[src/rtl/addr_data_pipe.sv]
// Address/data pipeline: a pointer that loads or auto-increments, a small
// register file accessed at that pointer, and one output delay stage.
module addr_data_pipe #(
  parameter int AW = 2,
  parameter int DW = 2
) (
  input  logic          clock,
  input  logic          rst,
  input  logic          sr,
  input  logic [AW-1:0] addr_in,
  input  logic [DW-1:0] data_in,
  output logic [AW-1:0] addr_out,
  output logic [DW-1:0] data_out,
  output logic [AW-1:0] addr_out_q,
  output logic [DW-1:0] data_out_q
);

  localparam int DEPTH = 2 ** AW;

  typedef enum logic {
    STEP = 1'b0,
    LOAD = 1'b1
  } mode_e;

  mode_e mode;

  logic [AW-1:0] addr_q, addr_d;
  logic [DW-1:0] data_q, data_d;
  logic [AW-1:0] addr_dly_q;
  logic [DW-1:0] data_dly_q;
  logic [DW-1:0] mem_q [DEPTH];
  logic [DW-1:0] mem_d [DEPTH];

  // Control is a pure decode of sr; there is no stored state between cycles.
  assign mode = mode_e'(sr);

  // The memory access is indexed by the current pointer, so a LOAD writes at the
  // old address while the new one takes effect from the next edge.
  always_comb begin
    addr_d = addr_q + 1'b1;
    data_d = mem_q[addr_q];
    mem_d  = mem_q;
    case (mode)
      LOAD: begin
        addr_d        = addr_in;
        data_d        = data_in;
        mem_d[addr_q] = data_in;
      end
      default: ;
    endcase
  end

  always_ff @(posedge clock) begin
    if (rst) begin
      addr_q     <= '0;
      data_q     <= '0;
      addr_dly_q <= '0;
      data_dly_q <= '0;
      for (int unsigned i = 0; i < DEPTH; i++) begin
        mem_q[i] <= '0;
      end
    end else begin
      addr_q     <= addr_d;
      data_q     <= data_d;
      addr_dly_q <= addr_q;
      data_dly_q <= data_q;
      for (int unsigned i = 0; i < DEPTH; i++) begin
        mem_q[i] <= mem_d[i];
      end
    end
  end

  assign addr_out   = addr_q;
  assign data_out   = data_q;
  assign addr_out_q = addr_dly_q;
  assign data_out_q = data_dly_q;

endmodule

[config.mk]
export PLATFORM = sky130hd
export DESIGN_NAME = addr_data_pipe
export DESIGN_NICKNAME = d
export VERILOG_FILES = /design/src/rtl/addr_data_pipe.sv
export SDC_FILE = /design/constraint.sdc
export NUM_CORES = 1
export LEC_CHECK = 0
export BUFFER_PORTS_ARGS = -buffer_cell sky130_fd_sc_hd__clkbuf_2
export CAP_MARGIN = 40
export CORE_ASPECT_RATIO = 1.2
export CORE_MARGIN = 2
export CORE_UTILIZATION = 33
export DETAILED_ROUTE_END_ITERATION = 10
export HOLD_SLACK_MARGIN = 0.12
export PLACE_DENSITY = 0.63
export SYNTH_ARGS = -nofsm -noshare
export SYNTH_HDL_FRONTEND = slang
export SYNTH_SLANG_ARGS = --single-unit
[constraint.sdc]
create_clock -name clock -period 1.2 [get_ports clock]
set_input_delay 0.06 -clock clock [delete_from_list [all_inputs] [get_ports clock]]
set_output_delay 0.06 -clock clock [all_outputs]
set_load 0.02 [all_outputs]
* After elaboration in Yosys (flattened, before gate mapping)
Cells that the tools add are included.
Operators by class: $add $sub $neg 1, $lt $le $gt $ge 2, multiplexer cells 8, bitwise logic cells 1, reduce and logical (&&, ||, !) cells 1
Operator list (number):
- $mux 2 | 5
- $bwmux 8 | 1
- $bmux 2 s2 | 1
- $demux 2 s2 | 1
- $ge 3x3->1 const B | 1
- $lt 3x1->1 const B | 1
- $not 2->3 | 1
- $add 2x1->2 const B | 1
- $logic_and 1x1->1 | 1
Word-level totals: bits in registers 16, output and inout bits 8, word-level logic and storage cells 21

* Logic depth before layout (Yosys ltp)
depth in word-level cells 6, mapped depth 5, gate-level depth less buffers 4

* Worst setup path after synthesis
No wires, ideal clock.
kind flip-flop to flip-flop, start register addr_q[1], in the netlist addr_out[1], end register mem_q[4] in the netlist's numbering, setup time 70 ps, arrival time 1378 ps, required time 1130 ps, slack -248 ps, stages on the path, launching flop included 6, buffers on the path 1, period minus slack after synthesis 1448 ps, cells stage by stage dfxtp_1 > clkbuf_1 > inv_1 > ha_1 > a21bo_2 > a21oi_1
Between the ends: longest elaborated chain between the ends 6, elaborated cells on any way between the ends 7, classes of those cells 2 x order compare; 3 x mux; 1 x bitwise; 1 x reduce/logical
Ends and longest elaborated chain:
- start: declaration | line 27 | logic [AW-1:0] addr_q, addr_d;
- start signal: assignment | line 63 | addr_q <= addr_d;
- $not 2->3 (not written as such) * | line 47 | mem_d[addr_q] = data_in;
- $ge 3x3->1 (not written as such) or $lt 3x1->1 (tied branches) | line 47
- $logic_and 1x1->1 (not written as such) | line 47
- $mux 2 (not written as such) | line 47
- $demux 2 s2 * | line 47
- $bwmux 8 * | line 47
- end signal: indexed assignment | line 68 | mem_q[i] <= mem_d[i];
- end: declaration | line 31 | logic [DW-1:0] mem_q [DEPTH];
Mark *: on every way between the ends. The rest lies on a longest branch, timed or not. A chain may end at the register's enable or synchronous reset.

* Final worst setup path
start register addr_q[1], in the netlist addr_out[1], end register mem_q[3] in the netlist's numbering
The elaborated chain is that of the path after synthesis.

==> impl_metrics.csv <==
group,metric,value,unit
synth,synth.ff_latch_count,16,
route,routedWlPerCell,11.6,microns
place,post-place-cells,101,
setup_path,cp.required,1.41,ns
timing,min_period,1.13,ns
clocking,cts_tree,"done",
die,start_util,0.342,
setup_path,crit_buf_inv,1,
timing,relSlewSlack,0.829,
setup_path,critPathLaunchType,"register",
clocking,cts_sinks,16,
timing,hold_ws,0.160,ns
timing,drv_slew,0,
place,place.gp.congestion,0.743,
setup_path,cp.arrival,1.34,ns
clocking,htree_levels,1,
die,chipHeight,54.2,microns
timing,rsz0062_at_grt,"no",
global_routing,grt_pass1_wl,2.03,mm
synth,synthCells,69,
global_routing,grt_max_degree,17,
setup_path,path_max_fanout,4,
route,drt_iter0_markers,22,
route,vias_per_cell,5.13,
timing,finalSetupViolCount,0,
place,io_buffers,14,
route,vias,574,
die,die_w,45.8,microns
die,ios,15,
timing,max_clock_freq,885,MHz
setup_path,slowest_stage,"dfxtp_4",
route,wl,1.30,mm
clocking,cts-root-buf,"clkbuf_4",
flow_run,maxCapViolCount,0,
setup_path,slowest_delay,0.36,ns
global_routing,grt_antenna_before_repair,0,
global_routing,grt_pass1_vias,484,
status,status,"finished clean",
timing,worst_pin_slew,0.256,ns
final_layout,stdcell_count,112,
die,die_area,2480,sq um
power_and_ir_drop,p_int,776,uW
timing,fin_setup_tns,0,ns
synth,syn_avg_cell_area,10.0,sq um
power_and_ir_drop,power_density,1160,nW/um^2
power_and_ir_drop,peakVddDrop,0.659,mV
final_layout,final_cell_mix,"dfxtp_1 (14), clkbuf_2 (14), a21oi_1 (9)",
setup_path,path_class,"reg -> reg",
power_and_ir_drop,p_leak,0.000379,uW
die,placeableCoreArea,2030,sq um
global_routing,grt_usage,0.116,
place,dpl.hpwl,915,microns
global_routing,overflow,0,
clocking,cts_inserted_buffers,3,
route,drc,0,
final_layout,drive_above_1_share,0.370,
final_layout,diodes,0,
hold_path,hold_path.class,"in -> reg",
final_layout,nets,104,
power_and_ir_drop,clock_power_share,0.273,
clocking,cts_buffer_depth,2,
power_and_ir_drop,switching_power,263,uW
power_and_ir_drop,comb_power_share,0.179,
synth,synth-seq-area-share,0.462,
power_and_ir_drop,seq_power_share,0.548,
setup_path,worstSetupEndpointType,"register",
route,drtAntennaViolNets,0,
timing,finalCritPeriodShare,0.942,
synth,synth_cell_type_count,17,
die,row_count,18,
timing,hold_violations,0,
clocking,worstSkewPairLatency,0.28,ns
timing,skew,0.00537,ns
route,firstDrtPassIters,4,
setup_path,critPathTopFamily,"flip-flops",
setup_path,crit_chain,"buf_4 -> ha_1 -> a21bo_2 -> a21oi_1",
power_and_ir_drop,switching_share,0.253,
synth,syn-num-nets,80,
synth,yosysWarnings,0,
final_layout,syn2layout_area_growth,29.2,%
clocking,clk_pin_slew,0.09,ns
synth,syn_area,693,sq um
==> worst register-to-register path: cells and delay by family (launching register included) <==
kind | cells | cell delay, ns
buffers and inverters | 1 | 0.14
AOI/OAI and AO/OA | 2 | 0.35
DFF | 1 | 0.36
adders and majority gates | 1 | 0.21
==> sequential cells by signal (all words and copies together), names as in the netlist <==
name / count
addr_out_q: 2
data_out_q: 2
addr_out: 2
mem_q: 8
data_out: 2
==> cells by family (layout without fill, tap and decap cells) <==
family	Yosys count	after routing	synth area share
AOI/OAI and AO/OA	19	19	0.206
and+or+nand+nor	19	19	0.150
DFF	16	16	0.462
buffers and inverters	6	29	0.0379
muxes	5	5	0.0722
adders and majority gates	4	4	0.0722
==> area by class of cell <==
cell class	count	area [sq um]
repair buffers	23	160
flip-flops and latches	16	328
inverters	2	7.51
clock buffers	4	26.3
multi-input cells	47	349
fillers	197	1130
well taps	20	25.0
==> routing by layer <==
layer / up-vias / track usage / wire length, microns
met2: 14 / 0.181 / 605
li1: 289 / - / -
met4: 0 / 0.0714 / 14
met5: - / 0 / 0
met3: 2 / 0.0201 / 55
met1: 269 / 0.147 / 623
==> per-stage QoR <==
stage          total power (uW)   util  setup slack [ns]  cell area (sq um)
2_1_floorplan               691      -            0.0180                708
3_3_place_gp                737  0.390            0.0607                790
3_5_place_dp                737  0.390            0.0518                790
4_1_cts                    1040  0.422            0.0301                856
5_1_grt                    1100  0.442           0.00737                896
6_report                   1040  0.442            0.0698                896
==> synth_stat cells <==
cell type  instances  share of area
dfxtp_1           16           0.46
a21oi_1            9          0.065
a21bo_2            8           0.12
nand3_1            8          0.058
mux2i_1            5          0.072
ha_1               4          0.072
buf_2              3          0.022
nor2_1             3          0.016
inv_1              2          0.011
nand3b_1           2          0.022
nor2b_1            2          0.018
o221ai_1           2          0.025
clkbuf_1           1         0.0054
nand2_1            1         0.0054
or2_2              1         0.0090
or3_1              1         0.0090
or3b_1             1          0.013
==> path summary, 6_finish.rpt <==
check	from	endpoint	slack, ns	depth (start not counted)
hold reg to reg	data_out[1]$_SDFF_PP0_	data_out_q[1]$_SDFF_PP0_	0.46	1
setup reg to reg	addr_out[1]$_SDFF_PP0_	mem_q[3]$_SDFFE_PP0P_	0.07	4
setup / recovery	addr_out[1]$_SDFF_PP0_	mem_q[3]$_SDFFE_PP0P_	0.07	4
hold / removal	rst	data_out[1]$_SDFF_PP0_	0.16	3
==> power by group through the flow <==
stage | Clock, uW | Combinational (uW) | Sequential (uW)
final | 283 | 186 | 570
after detailed placement | 0 | 147 | 590
after CTS | 300 | 157 | 578
after global placement | 0 | 148 | 589
after global routing | 328 | 204 | 573
after floorplan | 0 | 90.8 | 600
==> what timing repair did <==
item / in CTS / in global routing
hold endpoints to repair: 12 / 0
resized for setup: 0 / 2
hold buffers: 4 / 0
setup endpoints to repair: 0 / 6
setup buffers: 0 / 3
Power figures use the tool's default switching activity.
